$ cat config.mk
export PLATFORM = sky130hd
export DESIGN_NAME = q3_gate_sweep_ctrl
export DESIGN_NICKNAME = d
export VERILOG_FILES = /design/src/rtl/q3_gate_sweep_ctrl.sv
export SDC_FILE = /design/constraint.sdc
export NUM_CORES = 1
export LEC_CHECK = 0
export BUFFER_PORTS_ARGS = -buffer_cell sky130_fd_sc_hd__buf_2
export CAP_MARGIN = 10
export CORE_UTILIZATION = 50
export CTS_CLUSTER_SIZE = 12
export DETAILED_ROUTE_END_ITERATION = 16
export PLACE_DENSITY = 0.74
export SYNTH_ARGS = -nofsm -noshare
export SYNTH_HDL_FRONTEND = slang
export SYNTH_SLANG_ARGS = --single-unit
$ cat constraint.sdc
create_clock -name clk -period 6.6 [get_ports clk]
set_clock_uncertainty 0.15 [all_clocks]
set_input_delay 0.66 -clock clk [delete_from_list [all_inputs] [get_ports clk]]
set_output_delay 0.66 -clock clk [all_outputs]
set_load 0.005 [all_outputs]
$ cat src/rtl/q3_gate_sweep_ctrl.sv
// Exhaustive sweep sequencer for the muxed four-variable gate evaluator.
// Walks each function through all 16 vectors and records the SOP truth table and any SOP/POS disagreement.
module q3_gate_sweep_ctrl #(
  parameter int unsigned NUM_FUNCS = 4,
  parameter int unsigned SETTLE    = 0
) (
  input  logic        clk,
  input  logic        rst,
  input  logic        start,
  input  logic        abort,
  output logic [1:0]  sel,
  output logic [3:0]  vec,
  input  logic        sop_in,
  input  logic        pos_in,
  output logic        busy,
  output logic        done,
  output logic [63:0] tt,
  output logic [3:0]  mismatch,
  output logic [6:0]  err_count
);

  localparam int unsigned SEL_W = 2;
  localparam int unsigned VEC_W = 4;
  localparam int unsigned CNT_W = 4;
  localparam int unsigned ERR_W = 7;
  localparam logic [SEL_W-1:0] LAST_SEL  = SEL_W'(NUM_FUNCS - 1);
  localparam logic [VEC_W-1:0] LAST_VEC  = '1;
  localparam logic [CNT_W-1:0] SETTLE_LD = CNT_W'(SETTLE);

  typedef enum logic [1:0] {
    IDLE = 2'd0,
    EVAL = 2'd1,
    DONE = 2'd2
  } state_t;

  state_t state, state_nxt;

  logic [CNT_W-1:0] cnt, cnt_nxt;
  logic [SEL_W-1:0] sel_nxt;
  logic [VEC_W-1:0] vec_nxt;
  logic [63:0]      tt_nxt;
  logic [3:0]       mismatch_nxt;
  logic [ERR_W-1:0] err_count_nxt;
  logic             busy_nxt, done_nxt;
  logic             accept_c, sample_c, last_c;

  // abort outranks both start (in IDLE) and a pending sample (in EVAL)
  assign accept_c = (state == IDLE) && start && !abort;
  assign sample_c = (state == EVAL) && !abort && (cnt == '0);
  assign last_c   = sample_c && (sel == LAST_SEL) && (vec == LAST_VEC);

  always_ff @(posedge clk or posedge rst) begin
    if (rst) state <= IDLE;
    else     state <= state_nxt;
  end

  always_comb begin
    state_nxt = state;
    case (state)
      IDLE:    if (accept_c) state_nxt = EVAL;
      EVAL: begin
        if (abort)       state_nxt = IDLE;
        else if (last_c) state_nxt = DONE;
      end
      DONE:    state_nxt = IDLE;
      default: state_nxt = IDLE;
    endcase
  end

  always_comb begin
    cnt_nxt       = cnt;
    sel_nxt       = sel;
    vec_nxt       = vec;
    tt_nxt        = tt;
    mismatch_nxt  = mismatch;
    err_count_nxt = err_count;
    busy_nxt      = (state_nxt == EVAL);
    done_nxt      = (state_nxt == DONE);

    if (accept_c) begin
      tt_nxt        = '0;
      mismatch_nxt  = '0;
      err_count_nxt = '0;
      sel_nxt       = '0;
      vec_nxt       = '0;
      cnt_nxt       = SETTLE_LD;
    end else if ((state == EVAL) && !abort) begin
      if (cnt != '0) begin
        cnt_nxt = cnt - CNT_W'(1);
      end else begin
        tt_nxt[{sel, vec}] = sop_in;
        if (sop_in != pos_in) begin
          mismatch_nxt[sel] = 1'b1;
          err_count_nxt     = err_count + ERR_W'(1);
        end
        // sel/vec freeze on the final sample so they read back the last vector
        if (!last_c) begin
          cnt_nxt = SETTLE_LD;
          vec_nxt = vec + VEC_W'(1);
          if (vec == LAST_VEC) sel_nxt = sel + SEL_W'(1);
        end
      end
    end
  end

  always_ff @(posedge clk or posedge rst) begin
    if (rst) begin
      cnt       <= '0;
      sel       <= '0;
      vec       <= '0;
      tt        <= '0;
      mismatch  <= '0;
      err_count <= '0;
      busy      <= 1'b0;
      done      <= 1'b0;
    end else begin
      cnt       <= cnt_nxt;
      sel       <= sel_nxt;
      vec       <= vec_nxt;
      tt        <= tt_nxt;
      mismatch  <= mismatch_nxt;
      err_count <= err_count_nxt;
      busy      <= busy_nxt;
      done      <= done_nxt;
    end
  end

endmodule
# Word-level counts from Yosys, hierarchy flattened
# Cells that the tools add are included.
[classes]
addsub = 4
order_cmp = 4
n_eq_ne = 9
mux = 33
n_bitwise = 1
n_reduce_logical = 20
[ops]
columns = ["operator", "n"]
rows = [
  ["$mux 64", 3],
  ["$bwmux 64", 1],
  ["$mux 4", 12],
  ["$mux 7", 4],
  ["$mux 2", 8],
  ["$logic_and 1x1->1", 8],
  ["$add 7x1->7 const B", 1],
  ["$lt 6x7->1 const B", 1],
  ["$demux 1 s6", 1],
  ["$ge 6x1->1 const B", 1],
  ["$reduce_and 3->1", 2],
  ["$reduce_bool 2->1", 3],
  ["$add 4x1->4 const B", 1],
  ["$eq 2x1->1 const B", 2],
  ["$eq 2x2->1 const B", 2],
  ["$eq 4x4->1 const B", 1],
  ["$logic_not 4->1", 1],
  ["$ne 2x2->1 const B", 2],
  ["$or 4x4->4", 1],
  ["$pmux 2 s2", 1],
  ["$reduce_and 2->1", 2],
  ["$reduce_and 4->1", 1],
  ["$reduce_bool 4->1", 1],
  ["$sub 4x1->4 const B", 1],
  ["9 further kinds", 10],
]
[word_totals]
regBits = 89
input_bits = 6
output_inout_bits = 83
wordCells = 80

# Depth between registers and ports, before layout
# Gate-level depths: netlist of run 1.
[depth]
ltp_word = 9
depth_mapped = 8
depth_no_buf = 6

# Worst setup path after synthesis of run 1
# No wires, ideal clock.
[synth_path]
kind = "input to register"
startpoint = "in abort"
endpoint = "reg tt[55]"
setup_ps = 135
arrival_time_ps = 2157
required_ps = 6315
setup_slack_ps = 4158
stages = 6
n_path_buf = 2
cell_sequence = "or3b_2 -> buf_2 -> or4_1 -> clkbuf_1 -> o211ai_1 -> o31ai_1"
[synth_between]
elab_chain_cells = 4
word_cells_on_any_way = 7
classes_between = "eq/ne: 1; mux: 1; reduce/logical: 5"
[synth_rtl]
columns = ["element", "line", "source"]
rows = [
  ["start: declaration", "10", "input logic abort,"],
  ["$logic_not 1->1 (*)", "48, 87", ""],
  ["$logic_and 1x1->1 (on tied branches)", "48, 87", ""],
  ["$ne 2x2->1 (no source line) / $reduce_bool 2->1 (equally long branches)", "-", ""],
  ["$reduce_and 2->1 (no source line)", "-", ""],
  ["end signal: assignment", "120", "tt <= tt_nxt;"],
  ["end: declaration", "17", "output logic [63:0] tt,"],
]
# Every way passes the cells marked *; elsewhere a longest branch is shown, timed or not.
# A chain may end at the register's enable or synchronous reset.

# Worst setup path after layout of run 1
[layout_path]
startpoint = "reg state[1]"
endpoint = "reg tt[35]"
[layout_between]
elab_chain_cells = 5
word_cells_on_any_way = 9
classes_between = "eq/ne: 2; mux: 1; reduce/logical: 6"
[layout_rtl]
columns = ["element", "line", "source"]
rows = [
  ["start: declaration", "36", "state_t state, state_nxt;"],
  ["start signal: assignment", "54", "else state <= state_nxt;"],
  ["$logic_not 2->1", "48", "assign accept_c = (state == IDLE) && start && !abort;"],
  ["$logic_and 1x1->1 (2 in a row)", "48", ""],
  ["$ne 2x2->1 (no source line) / $reduce_bool 2->1 (equally long branches)", "-", ""],
  ["$reduce_and 2->1 (no source line)", "-", ""],
]
# Parallel ways exist; a longest one is shown, timed or not.

==> results.txt, run 1 <==
* Final worst-path cycle share: 0.4489
- Max-slew headroom at the worst pin: 0.2329
- The floorplan step defined a die boundary enclosing 8856 µm².
* Diodes inserted: 0
* Time the worst path needs with I/O delays and setup: 2.963 ns
- Die Y: 94.11 µm
- Area share of the largest cell type after synthesis: 0.5251
* Most used routing layer: met2
- Pin count of the biggest net entering global routing: 90
- Summed over all instances, the cell type with the most area after synthesis is dfrtp_1.
- Ratio of cells with drive above 1 in the final layout: 0.2458
- The commonest cells after synthesis are dfrtp_1 (89), nand2_1 (66), clkbuf_1 (36).
* Total number of yosys warnings: 0
- In this run the worst path has a maximum fanout of 68.
* Fill cell total of the finished layout: 723
- Prior to clock tree synthesis, the placed netlist has a worst setup slack of 3.364 ns.
- The detailed router placed 3457 vias in this run.
- Non-Filler Instances: 581
* HPWL after detailed placement: 6.408 mm
* Top FF cell, synth: dfrtp_1
- A synthesized cell averages 10.32 µm².
- The clock net in this run drives a total of 89 sinks.
- The clock passes through at most 2 buffers.
* Worst hold path type: reg -> reg
- Via count of the first global-routing pass: 3201
- At the worst endpoint, the required time is 6.64 ns.
- Number of primary I/O pins: 89
- Pwr per Cell Area: 255.0 nW/µm²
* Final weighted congestion in routability-driven placement: 0.7484
- Max-slew violation count: 0
* Number of distinct library cells after synthesis: 36
- Average detailed-routed wire length per instance: 17.23 µm
- Register clock-pin slew on the reported worst setup and hold paths: 0.09 ns
- The post-synthesis compound-gate area fraction is 0.1699.
- Number of buffers inserted by post-CTS setup repair: 0
- The cell count after synthesis came out at 411.
* Insertion delay to the later sink of the worst-skew pair: 0.37 ns
- Global routing finished with a remaining overflow of 0.
* Post-synthesis share of cell area spent on full adders, half adders and majority gates: 0.02360
- For this run, the total global-route usage over all layers was measured as 0.2392.
* Class of the most critical setup path: reg -> reg
- Achievable clock frequency: 0.3375 GHz
- The first detailed-routing pass took 4 iterations.
- The synthesized design contains 89 register bits.
- Std cell rows: 33
- Fin worst setup slack: 3.637 ns
- Clock share of power: 0.402
- In the post-synthesis netlist, the cell with the most instances is dfrtp_1.
* Met2 Resource Use GR: 0.3674
* Combinational family with the most area after synthesis: compound AO/OA/AOI/OAI gates
- Final antenna-violating net count: 0
- In the global route stage, met3 resource usage came out at 0.03074.
- Number of hold buffers added after cts: 0
- In the routed design, unresolved DRC markers number 0.
- Setup total negative slack on the finished layout was measured at 0 ns.
* TritonCTS Buffers: 9
- VDD sags by at most 0.1258 mV.
* Net switching power: 0.3542 mW
- Pint: 0.9078 mW
* Input/output buffers: 88
- Placeable core region: 8217 µm²
- TritonCTS built the clock tree.
- Gates resized, CTS repair: 0
* Detailed-route vias per instance: 5.950
* Data arrival time at the worst-slack endpoint: 3.00 ns
* XOR/XNOR Fraction of Synth Area: 0.01239
* Initial drt markers: 239
* Leakage power: 2.528 nW
- For this run, global-route usage on met1 was measured as 0.3332.
- The worst setup path is launched from a register.
- Final setup violation count: 0
- The run finished with clean final reports.
- RSZ-0062 raised after global routing: no
- The share of total power dissipated in sequential elements is 0.467.
- Synthesized Nets: 425
- Mux cell area share after synthesis: 0.06844
* Total instance count after detailed placement: 565
* H-Tree Level Count: 3
* Share of the yosys chip area belonging to registers: 0.5251
- Cell at the root of the clock tree: clkbuf_8
- Yosys mapped a number of flops with a built-in enable equal to 0.
* Netlist Area Pre-Place: 4242 µm²
* P&R area growth vs syn: 16.70%
- STA classifies the critical path endpoint as a register.
- By area the synthesized netlist is led by dfrtp_1 (53%), mux2i_1 (6.8%), nand2_1 (5.8%), o31ai_1 (4.6%), o211ai_1 (4.2%).
* Global-route wire length before repair: 16.15 mm
- Initial Util: 0.5162
* Final Hold Violating Endpoints: 0
* Slew of the pin with the lowest slew margin: 1.147 ns
- Die span in x: 94.11 µm
- Of the total power, combinational logic draws 0.131.
- The number of antenna violations at the first check in global routing was 0.
- Max-cap violations in this run came to 0.
* Basic-gate share of the synthesized area counting and, or, nand and nor cells: 0.1522
- Ys async rst share: 1.000
* Hold_ws: 0.3569 ns
- Total routed wirelength: 10.01 mm
- NumNets Final: 485
* Switching fraction of total power: 0.2807
-- metal layers --
metal  vias to the layer above  part of all wire
li1                       1628                 -
met1                      1699              0.46
met2                       111              0.48
met3                        19             0.042
met4                         0             0.022
met5                         -                 0
-- worst max-delay path: stages (launching register included) --
cell and delay (ns):
dfrtp_1 0.43, or4b_2 0.69, buf_4 0.34, nand2_2 0.92, mux2i_1 0.23
-- power by group through the flow --
stage / registers, mW / clock network (mW) / logic [mW]
floorplan: 0.587 / 0 / 0.125
global placement: 0.598 / 0 / 0.161
detailed placement: 0.599 / 0 / 0.163
CTS: 0.588 / 0.511 / 0.165
global route: 0.592 / 0.538 / 0.184
finish: 0.589 / 0.508 / 0.165
-- final cells by class --
type / instances / area (µm²) / area share
clock inverter: 6 / 137.6 / 0.02781
clock buffer: 10 / 137.6 / 0.02781
inverter: 9 / 35.03 / 0.007078
timing repair buffer: 91 / 462.9 / 0.09353
sequential: 89 / 2227 / 0.4499
tap: 105 / 131.4 / 0.02654
multi-input combinational: 271 / 1818 / 0.3673
-- cell usage in the layout, fill, tap and decap left out, types with 2 or more instances in the layout --
| cell type | n |
|---|---|
| nor3_1 | 6 |
| o41ai_1 | 16 |
| bufinv_16 | 4 |
| a21oi_1 | 11 |
| nand3b_1 | 2 |
| dfrtp_1 | 89 |
| o31ai_1 | 26 |
| clkbuf_8 | 10 |
| ha_1 | 8 |
| xnor2_1 | 5 |
| o311ai_0 | 16 |
| nand2b_1 | 2 |
| nand3_1 | 6 |
| or4_1 | 6 |
| nand4_1 | 2 |
| buf_4 | 3 |
| nor4_1 | 6 |
| o211ai_1 | 24 |
| nand2_1 | 65 |
| o21ai_0 | 2 |
| nor2_1 | 21 |
| inv_1 | 8 |
| mux2i_1 | 29 |
| buf_2 | 88 |
| or3_1 | 5 |
-- worst paths after layout --
| check | slack [ns] | endpoint | start | depth (start not counted) |
|---|---|---|---|---|
| max | 3.64 | tt[35]$_DFFE_PP0P_ | state[1]$_DFF_PP0_ | 4 |
| min | 0.36 | mismatch[0]$_DFFE_PP0P_ | mismatch[0]$_DFFE_PP0P_ | 2 |
| max reg2reg | 3.64 | tt[35]$_DFFE_PP0P_ | state[1]$_DFF_PP0_ | 4 |
| min reg2reg | 0.36 | mismatch[0]$_DFFE_PP0P_ | mismatch[0]$_DFFE_PP0P_ | 2 |
| max in group asynchronous | 5.09 | tt[59]$_DFFE_PP0P_ | rst | 3 |
| min in group asynchronous | 0.44 | err_count[6]$_DFFE_PP0P_ | rst | 3 |
-- through the flow --
stage	power, mW	area (µm²)	utilization
after floorplan	0.7115	4242	-
after global placement	0.7588	4674	0.5689
after detailed placement	0.7623	4674	0.5689
after CTS	1.264	4950	0.6024
after global routing	1.314	4950	0.6024
final	1.262	4950	0.6024
-- logic make-up (layout without fill, tap and decap cells) --
family                   after synthesis  count (layout)
AND/OR/NAND/NOR                      133             133
AO/OA/AOI/OAI                         95              95
flip-flops                            89              89
buffers and inverters                 51             116
multiplexers                          29              29
adder cells (fa/ha/maj)                8               8
XOR/XNOR                               6               6
-- sequential cells by signal (all words and copies together), names as in the netlist --
signal	count
vec	4
sel	2
tt	64
mismatch	4
err_count	7
done	1
cnt	4
busy	1
state	2
(Power assumes the default switching activity.)
==> run 2: changes to the inputs <==
--- a/config.mk
+++ b/config.mk
@@ -5,12 +5,13 @@
 export SDC_FILE = /design/constraint.sdc
 export NUM_CORES = 1
 export LEC_CHECK = 0
+export ABC_AREA = 1
 export BUFFER_PORTS_ARGS = -buffer_cell sky130_fd_sc_hd__buf_2
 export CAP_MARGIN = 10
 export CORE_UTILIZATION = 50
 export CTS_CLUSTER_SIZE = 12
 export DETAILED_ROUTE_END_ITERATION = 16
-export PLACE_DENSITY = 0.74
+export PLACE_DENSITY = 0.73
 export SYNTH_ARGS = -nofsm -noshare
 export SYNTH_HDL_FRONTEND = slang
 export SYNTH_SLANG_ARGS = --single-unit
==> constraint.sdc (replaced) <==
create_clock -name clk -period 2.94 [get_ports clk]
set_clock_uncertainty 0.15 [all_clocks]
set_input_delay 0.294 -clock clk [delete_from_list [all_inputs] [get_ports clk]]
set_output_delay 0.294 -clock clk [all_outputs]
set_load 0.005 [all_outputs]
==> run 2 against run 1 <==
Compared with the run above:
- setup slack worse by 3.0 ns
- global-route usage is 0.53 points higher
- fmax is 30% higher
- via count is 28% higher
- largest cell class unchanged
==> results.txt, run 2 <==
- Class of the most critical setup path: reg -> reg
- Pin count of the biggest net entering global routing: 65 (-28%)
- Area share of the largest cell type after synthesis: 0.4558 (-0.06925)
- For hold timing, the worst endpoint is tt[24]$_DFFE_PP0P_.
- Sorting the synthesized cells by area gives the leading types as dfrtp_1 (46%), nand2_1 (19%), inv_1 (6.5%), o21ai_1 (5.9%), nor2_1 (5.3%).
- The setup fix buffers added after clock tree synthesis was 0 (unchanged).
- HPWL after detailed placement: 7.691 mm (+20%)
- The total negative slack for setup checks was 0 ns (unchanged).
* Final Hold Violating Endpoints: 0 (unchanged)
- Final antenna-violating net count: 0 (unchanged)
- Worst reg-to-reg path cell count: 9 (+5)
- Max_cap viols: 0 (unchanged)
* Data arrival time at the worst-slack endpoint: 2.38 ns (-0.62 ns)
* Die Y: 100.9 µm (+7.2%)
- The post-synthesis instance total is 667 (+62%).
- The worst max-slew margin expressed relative to the limit is 0.4980 (+0.2652).
- Clock tree from TritonCTS: done
- The post-synthesis compound-gate area fraction is 0.08399 (-0.08592).
- The overall global routing resource usage was 0.2445 (+0.005321).
- The maximum vdd drop was 0.2717 mV (+120%).
- Data required time at the worst endpoint: 3.05 ns (-3.59 ns)
* Number of detailed-route iterations in the first pass: 5 (+1)
* Fill cell total of the finished layout: 916 (+27%)
- On the critical path, the stage with the largest delay is an instance of nor2_4.
- Post-synthesis average cell area: 7.325 µm² (-29%)
* Pint: 1.886 mW (+110%)
- The global-route wire length before repair is 19.29 mm (+19%).
- Commonest cells in the synthesized netlist: nand2_1 (244), dfrtp_1 (89), inv_1 (85)
- The number of synthesized register bits came to 89 (unchanged).
- Fin worst setup slack: 0.6650 ns (-2.972 ns)
* Ys async rst share: 1.000 (unchanged)
- Initial Util: 0.5214 (+0.005144)
- Start of the worst register-to-register path: cnt[0]$_DFFE_PP0P_
- In this run the worst hold path is classified as reg -> reg.
- Top FF cell, synth: dfrtp_1
- The cell sitting at the root of the clock tree is a clkbuf_8.
- Diodes inserted: 0 (unchanged)
* Insertion delay to the later sink of the worst-skew pair: 0.36 ns (about the same)
- Worst Hold Depth: 2 (unchanged)
- Share of total power in sequential cells: 0.490 (+0.023)
* Most numerous cell in the Yosys netlist: nand2_1
- Run status: completed
- Pwr per Cell Area: 551.3 nW/µm² (+120%)
- The number of endpoints failing setup at the final stage is 0 (unchanged).
- Leakage power: 3.473 nW (+37%)
- Antenna violations before repair: 0 (unchanged)
- Via count of the first global-routing pass: 4035 (+26%)
- Number of primary I/O pins: 89 (unchanged)
* Number of synthesized flops with an enable pin: 0 (unchanged)
* Time the worst path needs with I/O delays and setup: 2.275 ns (-0.6878 ns)
* Std cell rows: 35 (+6.1%)
* XOR/XNOR Fraction of Synth Area: 0.005378 (-0.007012)
- Startpoint kind of the worst setup timing path: register
- Share of the yosys chip area belonging to registers: 0.4558 (-0.06925)
- In this run the most critical hold path is launched from tt[24]$_DFFE_PP0P_.
- Worst flop-to-flop path endpoint: cnt[1]$_DFFE_PP0P_
- NumNets Final: 757 (+56%)
* Largest fanout on the critical path: 28 (-59%)
* Final Cell Area: 5495 µm² (+11%)
* Delay-heaviest family, CP: simple AND/OR/NAND/NOR gates
- Most area-hungry cell type in the Yosys netlist: dfrtp_1
- Leaving out fill and tap cells, the most frequent cells in the layout are nand2_1 (244), dfrtp_1 (89), buf_2 (88), inv_1 (84), nor2_1 (69).
- The number of violations reported at the end of detailed-routing iteration 0 is 308 (+29%).
- The CTS sink count is 89 (unchanged).
* Largest register FFs: 64 (unchanged)
- Delay contributed by the slowest stage of the critical path: 0.50 ns (-0.42 ns)
- The clock slew seen by the registers of the worst setup and hold paths came to 0.09 ns (about the same).
* Most frequent cell on the critical path: nand2_1
* Count of buffer and inverter cells on the critical path: 2 (+1)
* Basic-gate share of the synthesized area counting and, or, nand and nor cells: 0.3178 (+0.1656)
* Via count: 4422 (+28%)
- Detailed-route vias per instance: 5.042 (-15%)
- Final worst-path cycle share: 0.7738 (+0.3249)
- The area growth from synthesis to layout is 12.47%.
* Switching fraction of total power: 0.3774 (+0.09673)
- Combinational family with the most area after synthesis: simple AND/OR/NAND/NOR gates
- The H-tree level count was 3 (unchanged).
- Residual DRC: 0 (unchanged)
- Number of distinct library cells after synthesis: 24 (-33%)
* Max Buffers Root-to-Sink: 2 (unchanged)
- The die span in x is 100.9 µm (+7.2%).
- The synthesized netlist net count was 681 (+60%).
- The wire length per cell after detailed routing was 13.31 µm (-23%).
* Worst Setup End Kind: register
- The portion of netlist area occupied by mux cells was 0 (-0.06844).
- Leaving out fill and tap cells, the most frequent cell in the layout is nand2_1.
- Setup repair after global routing left no endpoint under its margin.
- The worst-case register-to-register setup slack came to 0.66 ns (-2.97 ns).
- Proportion of power drawn by combinational gates: 0.255 (+0.124)
* Final weighted congestion in routability-driven placement: 0.8158 (+9.0%)
- Input/output buffers: 88 (unchanged)
- Post-synthesis share of cell area spent on full adders, half adders and majority gates: 0.02049 (-0.003112)
- Net switching power: 1.143 mW (+220%)
- The fraction of final layout cells sized beyond drive strength 1 is 0.1631 (-0.08270).
- Max-slew violation count: 0 (unchanged)
- Netlist Area Pre-Place: 4886 µm² (+15%)
* Place WS: 0.7110 ns (-2.653 ns)
- The total congestion overflow after global routing is 0 (unchanged).
- Placeable core region: 9371 µm² (+14%)
- The post-detailed-placement cell area is 5314 µm² (+14%).
- The number of warning messages in the yosys log was 0 (unchanged).
- Clock share of power: 0.254 (-0.148)
- The total clock buffers created by CTS came to 9 (unchanged).
* Slew of the pin with the lowest slew margin: 0.7521 ns (-0.3946 ns)
* Floorplan die area: 10170 µm² (+15%)
- The top achievable clock speed is 0.4396 GHz (+30%).
* Largest registers: tt x64, err_count x7
* Cells traversed along the worst timing path: inv_1 -> ha_1 -> nand3_4 -> nor2_4 -> nand2_1 -> nand2_1 -> inv_1 -> nand2_1 -> nand2_1
* Largest register by flop count: tt
- The post-detailed-routing wire length was 11.67 mm (+17%).
[run 2: how the worst max path moves through the flow]
stage                            start                  to  slack (ns)  cells after the start
floorplan                          rst      busy$_DFF_PP0_        0.19                      1
global placement                 start  vec[2]$_DFFE_PP0P_        0.80                      9
detailed placement  cnt[0]$_DFFE_PP0P_  cnt[1]$_DFFE_PP0P_        0.71                      9
CTS                 cnt[0]$_DFFE_PP0P_  cnt[1]$_DFFE_PP0P_        0.70                      9
global route        cnt[0]$_DFFE_PP0P_  cnt[1]$_DFFE_PP0P_        0.49                      9
finish              cnt[0]$_DFFE_PP0P_  cnt[1]$_DFFE_PP0P_        0.66                      9
[run 2: what timing repair did]
item,in CTS,in global routing
hold buffers,1,0
resized for setup,0,0
hold endpoints to repair,41,0
[run 2: power groups by stage]
stage | combinational [mW] | sequential, mW | clock [mW]
after floorplan | 0.553 | 1.46 | 0
after global placement | 0.746 | 1.50 | 0
after detailed placement | 0.768 | 1.51 | 0
after CTS | 0.774 | 1.48 | 0.783
after global routing | 0.877 | 1.51 | 0.828
final | 0.773 | 1.49 | 0.771
[run 2: layer usage]
layer | wire [µm] | GRT usage | vias up
met5 | 0 | 0 | -
met4 | 245 | 0.1014 | 0
met3 | 666 | 0.03537 | 24
met2 | 5302 | 0.3778 | 133
met1 | 5455 | 0.3463 | 2062
li1 | - | - | 2203
[run 2: cell type report]
type	instances	area, µm²	area share
flip-flops and latches	89	2227	0.4053
repair buffers	93	518.0	0.09426
clock inverters	6	43.79	0.007969
multi-input cells	463	2090	0.3802
well taps	129	161.4	0.02937
inverters	87	327.8	0.05965
clock buffers	10	127.6	0.02322
[run 2: kinds of logic (layout without fill, tap and decap cells)]
kind of cell,Yosys count,after routing
compound gates,78,78
xor+xnor,3,3
fa+ha+maj,8,8
buf+inv,115,196
flops,89,89
simple gates,374,374
[run 2: stage by stage]
step / hold slack (ns) / utilization / cells / power (mW)
final: 0.3534 / 0.5864 / 877 / 3.029
after global routing: 0.3703 / 0.5864 / 877 / 3.211
after floorplan: 0.3088 / - / 667 / 2.008
after global placement: 0.2931 / 0.5670 / 860 / 2.241
after CTS: 0.3506 / 0.5864 / 877 / 3.039
after detailed placement: 0.2913 / 0.5670 / 860 / 2.273
[run 2: tightest hold or removal path, cell delays in order (launching register included)]
cell     delay, ns
dfrtp_1       0.37
nand2_1       0.06
nand2_1       0.05
==> run 3: changes to the inputs <==
==> constraint.sdc (replaced) <==
create_clock -name clk -period 2.3 [get_ports clk]
set_clock_uncertainty 0.15 [all_clocks]
set_input_delay 0.23 -clock clk [delete_from_list [all_inputs] [get_ports clk]]
set_output_delay 0.23 -clock clk [all_outputs]
set_load 0.005 [all_outputs]
==> run 3 against run 2 <==
Compared with the run above:
- largest power group unchanged
- first-iteration DRC count up 4.5%
- clock power up 48%
- critical path depth down 1
- total power up 33%
- die area unchanged
- utilization up 0.96 points
- setup slack worse by 0.33 ns
- routed wire length down 0.38%
==> results.txt, run 3 (synthesis gave the netlist of run 2 again) <==
* Fraction of met1 tracks used by global routing: 0.3407 (-0.005624)
* Number of detailed-route iterations in the first pass: 5 (unchanged)
* Floorplan die area: 10170 µm² (unchanged)
* Average detailed-routed wire length per instance: 13.17 µm (-1.1%)
- Proportion of power drawn by combinational gates: 0.247 (-0.008)
- Diodes inserted: 0 (unchanged)
* Pwr per Cell Area: 721.5 nW/µm² (+31%)
* Largest register by flop count: tt
- The number of antenna violations at the first check in global routing came to 0 (unchanged).
- The worst max-slew margin expressed relative to the limit came to 0.5937 (+0.09567).
* Startpoint kind of the worst setup timing path: register
* Final Hold Violating Endpoints: 0 (unchanged)
- Leakage power: 3.526 nW (+1.5%)
- Walking the worst path, the cells encountered are inv_1 -> ha_1 -> nand3_4 -> nor2_4 -> buf_4 -> nand2_1 -> o21ai_1 -> inv_1.
* Count of buffer and inverter cells on the critical path: 3 (+1)
* Class of the most critical setup path: reg -> reg
- The total of max-cap violations is 0 (unchanged).
- Data arrival time at the worst-slack endpoint: 2.06 ns (-0.32 ns)
- TritonCTS Buffers: 9 (unchanged)
- Total routed wirelength: 11.63 mm (-0.38%)
- Slowest cell on the critical path: dfrtp_1
* Clock share of power: 0.283 (+0.029)
- Final core utilization: 0.5960 (+0.009613)
* Met2 Resource Use GR: 0.3788 (+0.001054)
- Initial Util: 0.5214 (unchanged)
- RSZ-0062 raised after global routing: no
- Delay-heaviest family, CP: buffers and inverters
- The H-tree level count came to 3 (unchanged).
* Most frequent cell on the critical path: inv_1
- Via count of the first global-routing pass: 3984 (-1.3%)
* Share of total power in sequential cells: 0.470 (-0.020)
- STA classifies the critical path endpoint as a register.
- Input/output buffers: 88 (unchanged)
* Post-detailed-placement cell area: 5361 µm² (+0.89%)
* Die Y: 100.9 µm (unchanged)
- The post-placement cell count was 866 (+0.70%).
* Number of primary I/O pins: 89 (unchanged)
- Register clock-pin slew on the reported worst setup and hold paths: 0.09 ns (about the same)
- The final weighted congestion in routability-driven placement was 0.9530 (+17%).
- Ratio of cells with drive above 1 in the final layout: 0.1711 (+0.007986)
- Final setup violation count: 0 (unchanged)
* Max Buffers Root-to-Sink: 2 (unchanged)
* Net switching power: 1.438 mW (+26%)
- Final worst-path cycle share: 0.8547 (+0.08085)
- Global-route wire length before repair: 19.01 mm (-1.5%)
- The footprint of the multi-input gates is 2090 µm² (unchanged).
- The clock latency reported for the late side of the worst-skew pair was 0.35 ns (about the same).
- Tot GR Track Use: 0.2407 (-0.003827)
- HPWL after detailed placement: 8.045 mm (+4.6%)
- Delay contributed by the slowest stage of the critical path: 0.39 ns (-0.11 ns)
- The total number of vias was 4405 (-0.38%).
- The number of nets in the finished design was 763 (+0.79%).
- Largest registers: tt x64, err_count x7
- Time the worst path needs with I/O delays and setup: 1.966 ns (-0.3093 ns)
- Residual DRC: 0 (unchanged)
- The slew of the pin with the lowest slew margin was 0.6082 ns (-0.1439 ns).
- The total congestion overflow after global routing came to 0 (unchanged).
- CTS placed an instance of clkbuf_8 at the clock tree root.
- The maximum vdd drop was 0.3428 mV (+26%).
* Die span in x: 100.9 µm (unchanged)
* Final Cell Area: 5585 µm² (+1.6%)
* FF/Latch Area: 2227 µm² (unchanged)
- The internal power came to 2.592 mW (+37%).
- Achievable clock frequency: 0.5087 GHz (+16%)
* Hold_ws: 0.2237 ns (-0.1297 ns)
* Number of sinks driven by the clock tree: 89 (unchanged)
- The final instance count without filler cells is 883 (+0.68%).
- Initial drt markers: 322 (+4.5%)
- Switching fraction of total power: 0.3568 (-0.02063)
* Final antenna-violating net count: 0 (unchanged)
* Data required time at the worst endpoint: 2.40 ns (-0.65 ns)
* Pin count of the biggest net entering global routing: 39 (-40%)
- The total of fill cells in the finished design came to 867 (-5.3%).
* P&R area growth vs syn: 14.32%
- Setup TNS Final: 0 ns (unchanged)
- Met3 usage: 0.04230 (+0.006935)
- The worst-path maximum fanout came to 38 (+36%).
- The path class of the tightest hold or removal check is in -> reg.
* Largest register FFs: 64 (unchanged)
* Clock tree from TritonCTS: done
* Detailed-route vias per instance: 4.989 (-1.1%)
* Run status: completed
- Most used routing layer: met2
* Std cell rows: 35 (unchanged)
- Gates resized, CTS repair: 0 (unchanged)
- Placeable core region: 9371 µm² (unchanged)
- Highest-count cells in the layout ignoring fill and taps: nand2_1 (244), dfrtp_1 (89), buf_2 (88), inv_1 (84), nor2_1 (69)
* Max-slew violation count: 0 (unchanged)
* Leading cell type in the layout, fill and taps excluded: nand2_1
[run 3: changes by cell type in the layout (fill, tap and decap cells not counted), sizes merged]
cell	change
clkbuf	+1
buf	+6
clkinvlp	-1
clkinv	-1
bufinv	+1
[run 3: area by class of cell]
type                       instances  share of cell area
sequential                        89              0.3987
multi-input combinational        463              0.3741
timing repair buffer              99              0.1008
inverter                          87             0.05914
tap                              129             0.02890
clock buffer                      11             0.02711
clock inverter                     5             0.01120
[run 3: worst paths after layout]
path	endpoint	cells past startpoint	startpoint	slack (ns)
max reg2reg	tt[57]$_DFFE_PP0P_	8	cnt[0]$_DFFE_PP0P_	0.33
min reg2reg	cnt[0]$_DFFE_PP0P_	2	cnt[0]$_DFFE_PP0P_	0.37
max	tt[57]$_DFFE_PP0P_	8	cnt[0]$_DFFE_PP0P_	0.33
max in group asynchronous	tt[9]$_DFFE_PP0P_	4	rst	1.06
min in group asynchronous	tt[28]$_DFFE_PP0P_	3	rst	0.34
min	tt[12]$_DFFE_PP0P_	5	sop_in	0.22
[run 3: layer usage]
layer | wire length [µm] | vias up
li1 | - | 2214
met1 | 5306 | 2033
met2 | 5365 | 143
met3 | 812 | 15
met4 | 142 | 0
met5 | 0 | -
[run 3: tightest hold or removal path: cells and delay by family]
kind | cells | cell delay [ns]
buffers and inverters | 2 | 0.20
AND/OR/NAND/NOR | 3 | 0.25
[run 3: metrics by stage]
step | total power [mW] | worst slack (ns)
6_report | 4.030 | 0.3342
5_1_grt | 4.277 | 0.1968
4_1_cts | 4.061 | 0.3560
3_5_place_dp | 2.915 | 0.3775
3_3_place_gp | 2.880 | 0.4413
2_1_floorplan | 2.567 | 0.6557
[run 3: power groups by stage]
stage                     logic [mW]  registers (mW)  clock network, mW
final                          0.994            1.89               1.14
after detailed placement       0.992            1.92                  0
after floorplan                0.707            1.86                  0
after CTS                      0.998            1.89               1.17
after global routing            1.13            1.92               1.22
after global placement         0.971            1.91                  0
[run 3: repair_timing]
item / CTS / global route
endpoints found under the hold margin: 24 / 0
hold buffers: 1 / 0
buffers inserted: 0 / 0
